<file path="src/rtl/alu_iter.sv">
// alu_iter: valid/ready ALU with a registered result; basic ops complete in one cycle.
// Define ALU_ITER_MULDIV_EN to add iterative RV32M multiply/divide (WIDTH-cycle latency).
module alu_iter #(
  parameter int WIDTH = 32
) (
  input  logic             clk,
  input  logic             rst_n,
  input  logic             in_valid,
  output logic             in_ready,
  input  logic [4:0]       ctr,
  input  logic [WIDTH-1:0] a,
  input  logic [WIDTH-1:0] b,
  output logic             out_valid,
  input  logic             out_ready,
  output logic [WIDTH-1:0] result
);
  localparam int SHW = $clog2(WIDTH);

  typedef enum logic [1:0] {
    IDLE = 2'd0,
    DONE = 2'd1
`ifdef ALU_ITER_MULDIV_EN
    , BUSY = 2'd2
`endif
  } state_t;

  state_t           state_reg, state_next;
  logic [WIDTH-1:0] result_reg, result_next;
  logic [WIDTH-1:0] basic;
  logic [SHW-1:0]   sh;

  assign sh        = b[SHW-1:0];
  assign in_ready  = rst_n && ((state_reg == IDLE) || ((state_reg == DONE) && out_ready));
  assign out_valid = (state_reg == DONE);
  assign result    = result_reg;

  always_comb begin
    basic = '0;
    case (ctr)
      5'd0:  basic = a + b;
      5'd1:  basic = a - b;
      5'd2:  basic = a << sh;
      5'd3:  basic = {{(WIDTH-1){1'b0}}, ($signed(a) < $signed(b))};
      5'd4:  basic = {{(WIDTH-1){1'b0}}, (a < b)};
      5'd5:  basic = a ^ b;
      5'd6:  basic = a | b;
      5'd7:  basic = a & b;
      5'd8:  basic = a >> sh;
      5'd9:  basic = $signed(a) >>> sh;
      5'd11: basic = a;
      5'd12: basic = b;
      default: basic = '0;
    endcase
  end

`ifdef ALU_ITER_MULDIV_EN
  // acc holds {high, low} of the product, or {remainder, dividend/quotient} when dividing.
  logic [2*WIDTH-1:0] acc_reg, acc_next, step_acc, prod_fix;
  logic [WIDTH-1:0]   opnd_reg, opnd_next;
  logic [SHW-1:0]     cnt_reg, cnt_next;
  logic [4:0]         op_reg, op_next;
  logic               negp_reg, negp_next, negr_reg, negr_next, bzero_reg, bzero_next;
  logic [WIDTH-1:0]   abs_a, abs_b, ld_x, ld_y, quo, rem, final_val;
  logic               ld_negp, ld_negr;
  logic [WIDTH:0]     sum, trial;

  always_comb begin
    abs_a   = a[WIDTH-1] ? -a : a;
    abs_b   = b[WIDTH-1] ? -b : b;
    ld_x    = a;
    ld_y    = b;
    ld_negp = 1'b0;
    ld_negr = 1'b0;
    case (ctr)
      5'd13, 5'd14: begin
        ld_x = abs_a; ld_y = abs_b; ld_negp = a[WIDTH-1] ^ b[WIDTH-1];
      end
      5'd15: begin
        ld_x = abs_a; ld_negp = a[WIDTH-1];
      end
      5'd17, 5'd19: begin
        ld_x = abs_a; ld_y = abs_b;
        ld_negp = a[WIDTH-1] ^ b[WIDTH-1];
        ld_negr = a[WIDTH-1];
      end
      default: ;
    endcase
  end

  always_comb begin
    sum   = {1'b0, acc_reg[2*WIDTH-1:WIDTH]} + (acc_reg[0] ? {1'b0, opnd_reg} : '0);
    trial = acc_reg[2*WIDTH-1:WIDTH-1] - {1'b0, opnd_reg};
    if (op_reg >= 5'd17)
      step_acc = trial[WIDTH] ? {acc_reg[2*WIDTH-2:0], 1'b0}
                              : {trial[WIDTH-1:0], acc_reg[WIDTH-2:0], 1'b1};
    else
      step_acc = {sum, acc_reg[WIDTH-1:1]};
    prod_fix = negp_reg ? -step_acc : step_acc;
    quo      = step_acc[WIDTH-1:0];
    rem      = step_acc[2*WIDTH-1:WIDTH];
    case (op_reg)
      5'd13:               final_val = prod_fix[WIDTH-1:0];
      5'd14, 5'd15, 5'd16: final_val = prod_fix[2*WIDTH-1:WIDTH];
      // Zero divisor already yields an all-ones magnitude; only the sign fix must be suppressed.
      5'd17, 5'd18:        final_val = bzero_reg ? '1 : (negp_reg ? -quo : quo);
      default:             final_val = negr_reg ? -rem : rem;
    endcase
  end
`endif

  always_comb begin
    state_next  = state_reg;
    result_next = result_reg;
`ifdef ALU_ITER_MULDIV_EN
    cnt_next   = cnt_reg;
    acc_next   = acc_reg;
    opnd_next  = opnd_reg;
    op_next    = op_reg;
    negp_next  = negp_reg;
    negr_next  = negr_reg;
    bzero_next = bzero_reg;
`endif
    case (state_reg)
      IDLE, DONE: begin
        if ((state_reg == DONE) && out_ready)
          state_next = IDLE;
        if (in_valid && in_ready) begin
`ifdef ALU_ITER_MULDIV_EN
          if ((ctr >= 5'd13) && (ctr <= 5'd20)) begin
            state_next = BUSY;
            cnt_next   = '0;
            op_next    = ctr;
            negp_next  = ld_negp;
            negr_next  = ld_negr;
            bzero_next = (b == '0);
            opnd_next  = (ctr >= 5'd17) ? ld_y : ld_x;
            acc_next   = {{WIDTH{1'b0}}, ((ctr >= 5'd17) ? ld_x : ld_y)};
          end else
`endif
          begin
            state_next  = DONE;
            result_next = basic;
          end
        end
      end
`ifdef ALU_ITER_MULDIV_EN
      BUSY: begin
        acc_next = step_acc;
        cnt_next = cnt_reg + 1'b1;
        if (cnt_reg == SHW'(WIDTH-1)) begin
          state_next  = DONE;
          result_next = final_val;
        end
      end
`endif
      default: state_next = IDLE;
    endcase
  end

  always_ff @(posedge clk) begin
    if (!rst_n) begin
      state_reg  <= IDLE;
      result_reg <= '0;
`ifdef ALU_ITER_MULDIV_EN
      cnt_reg   <= '0;
      acc_reg   <= '0;
      opnd_reg  <= '0;
      op_reg    <= '0;
      negp_reg  <= 1'b0;
      negr_reg  <= 1'b0;
      bzero_reg <= 1'b0;
`endif
    end else begin
      state_reg  <= state_next;
      result_reg <= result_next;
`ifdef ALU_ITER_MULDIV_EN
      cnt_reg   <= cnt_next;
      acc_reg   <= acc_next;
      opnd_reg  <= opnd_next;
      op_reg    <= op_next;
      negp_reg  <= negp_next;
      negr_reg  <= negr_next;
      bzero_reg <= bzero_next;
`endif
    end
  end
endmodule
</file>
<file path="config.mk">
export PLATFORM = sky130hd
export DESIGN_NAME = alu_iter
export DESIGN_NICKNAME = d
export VERILOG_FILES = /design/src/rtl/alu_iter.sv
export SDC_FILE = /design/constraint.sdc
export NUM_CORES = 1
export LEC_CHECK = 0
export ABC_CLOCK_PERIOD_IN_PS = 9870
export CAP_MARGIN = 40
export CORE_UTILIZATION = 42
export CTS_CLUSTER_SIZE = 14
export DETAILED_ROUTE_END_ITERATION = 10
export PLACE_DENSITY = 0.62
export SLEW_MARGIN = 20
export SYNTH_ARGS = -nofsm -noshare
export SYNTH_HDL_FRONTEND = slang
export SYNTH_SLANG_ARGS = --single-unit
</file>
<file path="constraint.sdc">
create_clock -name clk -period 9.87 [get_ports clk]
set_input_delay 1.974 -clock clk [delete_from_list [all_inputs] [get_ports clk]]
set_output_delay 1.974 -clock clk [all_outputs]
set_load 0.05 [all_outputs]
</file>
==> flow_summary.json, run 1 <==
{
  "status": "finished clean",
  "h-tree-depth": 2,
  "cpMaxStageDelayCell": "clkinv_1",
  "rows": 57,
  "worstPathBufferInverterCount": 3,
  "ys_warn_count": 0,
  "netSwitchingFraction_pct": 50.4,
  "cp_cell_sequence": "clkdlybuf4s50_1 -> buf_4 -> clkinv_1 -> ha_1 -> o311a_1 -> a2111oi_4 -> o2111ai_1 -> a211oi_1 -> or2_2 -> a211oi_1 -> o22a_2 -> a211oi_1",
  "synth_edf_count": 0,
  "maxCapViolations": 0,
  "cts_buffers": 5,
  "grt_overflow": 0,
  "antenna_left": 0,
  "cp_top_family": "compound AO/OA/AOI/OAI gates",
  "worstSetupPathType": "input pin to flop",
  "power.leakage_nw": 4.63,
  "largest_reg_flops": 32,
  "final_core_util_pct": 48.8,
  "yosysTopAreaCell": "mux4_2",
  "synth_area_leaders": "mux4_2 (13%), ha_1 (12%), dfxtp_1 (6.4%)",
  "stdcell_count": 1807,
  "drtIter0Drc": 2056,
  "cts-root-buf": "clkbuf_16",
  "fin_crit_sh_pct": 64.9,
  "setup_violations": 0,
  "initial_core_util_pct": 42.8,
  "ys_seq_elements": 33,
  "fin_crit_ns": 6.41,
  "rsz0062_at_grt": "false",
  "io_pins": 107,
  "clock_latency_ns": 0.31,
  "final_max_slew_viol_count": 0,
  "finalClockSkew_ns": 0.00529,
  "cpMostUsedCell": "a211oi_1",
  "drt_pass1_iterations": 8,
  "p_clk_share_pct": 19.3,
  "vdd_drop_max_mv": 0.0636,
  "grt_usage_pct": 38.2,
  "critPathLaunch": "b[4]",
  "seqPwrFrac_pct": 15.5,
  "start_kind": "input pin",
  "netSwitchingPower_w": 0.000451,
  "p_comb_share_pct": 65.2,
  "die_y_um": 159,
  "gp_congestion": 1.01,
  "design.core.area_um2": 24200,
  "ys_seq_area_share_pct": 6.37,
  "slowest_delay_ns": 0.63,
  "post-cts-setup-buffers": 0,
  "die_area_um2": 25300,
  "hold_viol_final": 0,
  "routedWlPerCell_um": 27.5,
  "cts.sinks": 33,
  "synthFlopType": "dfxtp_1",
  "num_vias": 12700,
  "hp-start": "result[1]",
  "via_per_inst": 7.05,
  "slew_headroom_pct": 40.0,
  "syn-num-nets": 1621,
  "wl_um": 49600,
  "cts_tree": "done",
  "areaGrowthSynthToFinish_pct": 14.2,
  "synthArstFlopShare_pct": 0,
  "synthCells": 1444,
  "required_ns": 10.08,
  "r2r_start": "state_reg[0]",
  "netlist_area_um2": 10400,
  "first_global_vias": 11500,
  "hpwlAfterDp_um": 36700,
  "end_kind": "flop",
  "layout-drive-gt1-share_pct": 10.5,
  "cp.arrival_ns": 6.62,
  "yosysUniqueCellTypes": 81,
  "worst-path-max-fanout": 42,
  "postCtsHoldBufs": 0,
  "synthDominantCellAreaShare_pct": 12.8,
  "final_nets": 1658,
  "antenna_found_initial": 4,
  "drc": 0,
  "io_buffer_count": 106,
  "synth_common_cells": "nor2_1 (167), a21oi_1 (127), nand2_1 (116)",
  "post_cts_resized": 0,
  "syn_avg_cell_area_um2": 7.18,
  "internal-power_w": 0.000443,
  "clockBufferDepth": 2,
  "grt_pass1_wl_um": 74200,
  "die_w_um": 159,
  "synth.most_common_cell": "nor2_1",
  "grt_max_degree": 75,
  "path_clk_slew_ns": 0.07,
  "p_per_area_nw_per_um2": 75.6,
  "min_path_type": "flop to flop",
  "max_freq_ghz": 0.156,
  "dp_cells": 1797,
  "final.setup.tns_ns": 0,
  "worst_slew_pin_slew_ns": 0.900
}
[final timing paths]
| path | endpoint | slack, ns | cells past startpoint |
|---|---|---|---|
| setup / recovery | result[24] | 3.46 | 12 |
| hold reg to reg | result[1] | 0.46 | 2 |
| setup reg to reg | result[25] | 6.95 | 10 |
| hold / removal | result[1] | 0.46 | 2 |
[layout make-up]
class,instances,area (µm²)
clock buffer,6,129
sequential,33,661
clock inverter,2,10.0
multi-input combinational,1196,8910
timing repair buffer,143,1340
inverter,102,383
tap,324,405
fill,2532,12400
antenna,1,2.50
[logic make-up (layout without fill, tap and decap cells)]
group / Yosys count / after routing / synth area share [%]
compound gates: 521 / 521 / 34.2
xor+xnor: 3 / 3 / 0.253
fa+ha+maj: 104 / 104 / 12.7
buf+inv: 215 / 253 / 7.99
flops: 33 / 33 / 6.37
mux: 113 / 113 / 18.3
other cells: 0 / 1 / 0
simple gates: 455 / 455 / 20.3
[power groups by stage]
stage	sequential [W]	clock, W	combinational [W]
finish	0.000139	0.000173	0.000583
global route	0.000139	0.000175	0.000619
CTS	0.000139	0.000171	0.000563
detailed placement	0.000142	0	0.000560
global placement	0.000142	0	0.000559
floorplan	0.000152	0	0.000352
[per-layer routing]
layer,global-route usage (%),vias to the layer above,wire [µm]
met5,0,-,13
met4,13.8,2,1550
li1,-,5552,-
met1,56.1,6167,20500
met3,5.39,113,6260
met2,56.4,904,21300
[cell usage in the layout, fill, tap and decap left out, types with 13 or more instances in the layout]
| master | instances |
|---|---|
| inv_1 | 98 |
| o22ai_1 | 15 |
| ha_1 | 102 |
| nand3_1 | 28 |
| a22oi_1 | 17 |
| o211ai_1 | 25 |
| o21bai_1 | 17 |
| nand2_1 | 116 |
| nor3_1 | 38 |
| a211oi_1 | 28 |
| o21ai_0 | 112 |
| buf_4 | 35 |
| mux2i_1 | 35 |
| mux2_2 | 19 |
| a222oi_1 | 14 |
| dfxtp_1 | 33 |
| a221oi_1 | 27 |
| a31oi_1 | 15 |
| clkdlybuf4s50_1 | 102 |
| or3_1 | 17 |
| o221ai_1 | 13 |
| mux4_2 | 59 |
| a21o_1 | 13 |
| a21oi_1 | 127 |
| nor2_1 | 164 |
[stage by stage]
step | total power, W | instance area (µm²) | hold WS [ns] | worst slack (ns)
2_1_floorplan | 0.000505 | 10400 | 0.674 | 3.96
3_3_place_gp | 0.000701 | 11700 | 0.436 | 3.37
3_5_place_dp | 0.000701 | 11700 | 0.448 | 3.33
4_1_cts | 0.000873 | 11800 | 0.466 | 3.65
5_1_grt | 0.000933 | 11800 | 0.472 | 3.28
6_report | 0.000895 | 11800 | 0.465 | 3.46
[worst reg2reg max path: stages (launching register included)]
cell	delay (ns)
dfxtp_1	0.31
nand2b_1	0.13
a21oi_1	0.09
buf_4	0.27
nand2_1	0.16
o21ai_0	0.09
a221oi_1	0.23
nand4_1	0.25
a211oi_1	0.77
o311ai_0	0.32
a2bb2oi_1	0.20
Power figures use the tool's default switching activity.
==> inputs of run 2 (changes only) <==
- ABC_CLOCK_PERIOD_IN_PS: 9870 -> 5810
- PLACE_DENSITY: 0.62 -> 0.64
- clock period: 9.87 -> 5.81 ns (I/O delays scaled with it)
==> run 2 against run 1 <==
Design area is 1.6% higher. Clock skew is 0.0038 ns higher. Highest routed layer unchanged. Sequential power is 70% higher. Worst hold slack better by 0.00068 ns. Utilization is 0.79 points higher. Register-to-register slack worse by 3.7 ns. Sequential share of layout area is 0.089 points lower. Final cell count is 1.3% higher. Critical path type unchanged. Routed wire length is 5.9% higher. Global-route usage is 2.3 points higher. Combinational power is 75% higher.
==> flow_summary.json, run 2 (synthesis gave the netlist of run 1 again) <==
{
  "clock_latency_ns": 0.30,
  "drt_pass1_iterations": 7,
  "stdcell_count": 1830,
  "drtIter0Drc": 2104,
  "rsz0062_at_grt": "false",
  "critPathLaunch": "a[0]",
  "fin_crit_sh_pct": 83.4,
  "p_comb_share_pct": 66.3,
  "drc": 0,
  "via_per_inst": 7.03,
  "die_w_um": 159,
  "cts_tree": "done",
  "fin_crit_ns": 4.85,
  "setup_violations": 0,
  "end_kind": "flop",
  "num_vias": 12900,
  "cp.arrival_ns": 5.01,
  "hold_viol_final": 0,
  "rr_endpoint": "result[24]",
  "clockBufferDepth": 2,
  "p_per_area_nw_per_um2": 128,
  "grt_usage_pct": 40.5,
  "layout-drive-gt1-share_pct": 12.0,
  "netSwitchingPower_w": 0.000781,
  "die_y_um": 159,
  "die_area_um2": 25300,
  "areaGrowthSynthToFinish_pct": 16.0,
  "gp_congestion": 1.07,
  "netSwitchingFraction_pct": 50.6,
  "final.setup.tns_ns": 0,
  "design.core.area_um2": 24200,
  "cts.sinks": 33,
  "cts_buffers": 5,
  "grt_max_degree": 72,
  "worst_slew_pin_slew_ns": 0.944,
  "worst-path-max-fanout": 6,
  "seqPwrFrac_pct": 15.3,
  "dp_cells": 1821,
  "hpwlAfterDp_um": 39900,
  "start_kind": "input pin",
  "final_max_slew_viol_count": 0,
  "worstSetupPathType": "input pin to flop",
  "regToRegSetupSlack_ns": 3.23,
  "min_path_type": "flop to flop",
  "first_global_vias": 11900,
  "post-cts-setup-buffers": 0,
  "path_clk_slew_ns": 0.07,
  "antenna_left": 0,
  "rows": 57,
  "final_core_util_pct": 49.6,
  "routedWlPerCell_um": 28.7,
  "status": "finished clean",
  "wl_um": 52500,
  "antenna_found_initial": 3,
  "largest_reg_flops": 32,
  "r2r_start": "state_reg[0]",
  "cp-endpoint": "result[30]",
  "internal-power_w": 0.000763,
  "required_ns": 5.98,
  "grt_pass1_wl_um": 77700,
  "final_nets": 1681,
  "slew_headroom_pct": 36.4,
  "layout_common_cells": "nor2_1 (164), a21oi_1 (127), nand2_1 (116)",
  "finalClockSkew_ns": 0.00906,
  "mostFrequentLayoutCell": "nor2_1",
  "io_pins": 107,
  "io_buffer_count": 106,
  "h-tree-depth": 2,
  "postCtsHoldBufs": 0,
  "power.leakage_nw": 4.74,
  "maxCapViolations": 0,
  "post_cts_resized": 0,
  "cts-root-buf": "clkbuf_16",
  "initial_core_util_pct": 42.8,
  "grt_overflow": 0,
  "vdd_drop_max_mv": 0.0939,
  "p_clk_share_pct": 18.5,
  "max_freq_ghz": 0.206,
  "r2r_cells": 9
}
==> run 2: area by class of cell <==
type,instances,area [µm²]
inverter,102,383
tap,324,405
antenna,1,2.50
fill,2496,12200
sequential,33,661
clock buffer,5,125
multi-input combinational,1196,8900
clock inverter,3,17.5
timing repair buffer,166,1530
==> run 2: per-stage QoR <==
stage / area (µm²) / worst slack, ns / power (W) / hold WS [ns]
finish: 12000 / 0.965 / 0.00154 / 0.465
floorplan: 10400 / 0.708 / 0.000857 / 0.674
global placement: 11900 / 0.759 / 0.00123 / 0.444
CTS: 12000 / 1.02 / 0.00151 / 0.465
detailed placement: 11900 / 0.726 / 0.00122 / 0.447
global route: 12000 / 0.769 / 0.00162 / 0.485
==> run 2: per-layer routing <==
layer	vias up	GRT usage [%]	part of all wire, %
li1	5596	-	-
met1	6211	56.7	42
met2	919	58.8	42
met3	139	9.12	12
met4	4	18.1	4.6
met5	-	1.52	0.051
==> run 2: worst max-delay path, cell delays in order <==
cell	delay [ns]
clkdlybuf4s50_1	0.61
inv_1	0.11
ha_1	0.24
fa_1	0.41
o21ba_2	0.23
o311a_1	0.35
a2111oi_4	0.42
o2111ai_1	0.30
a211oi_1	0.46
o2111ai_1	0.15
mux2_2	0.30
a22oi_1	0.14
o21ai_0	0.12
==> run 2: how the worst min path moves through the flow <==
stage               start    endpoint  cells after the start
2_1_floorplan  result[10]  result[10]                      2
3_3_place_gp    result[5]   result[5]                      1
3_5_place_dp   result[10]  result[10]                      2
4_1_cts         result[1]   result[1]                      2
5_1_grt         result[1]   result[1]                      2
6_report        result[1]   result[1]                      2
==> run 2: power by group through the flow <==
stage | combinational [W] | clock (W) | sequential (W)
finish | 0.00102 | 0.000285 | 0.000236
CTS | 0.000984 | 0.000293 | 0.000236
global route | 0.00108 | 0.000300 | 0.000236
detailed placement | 0.000979 | 0 | 0.000241
floorplan | 0.000598 | 0 | 0.000259
global placement | 0.000986 | 0 | 0.000241
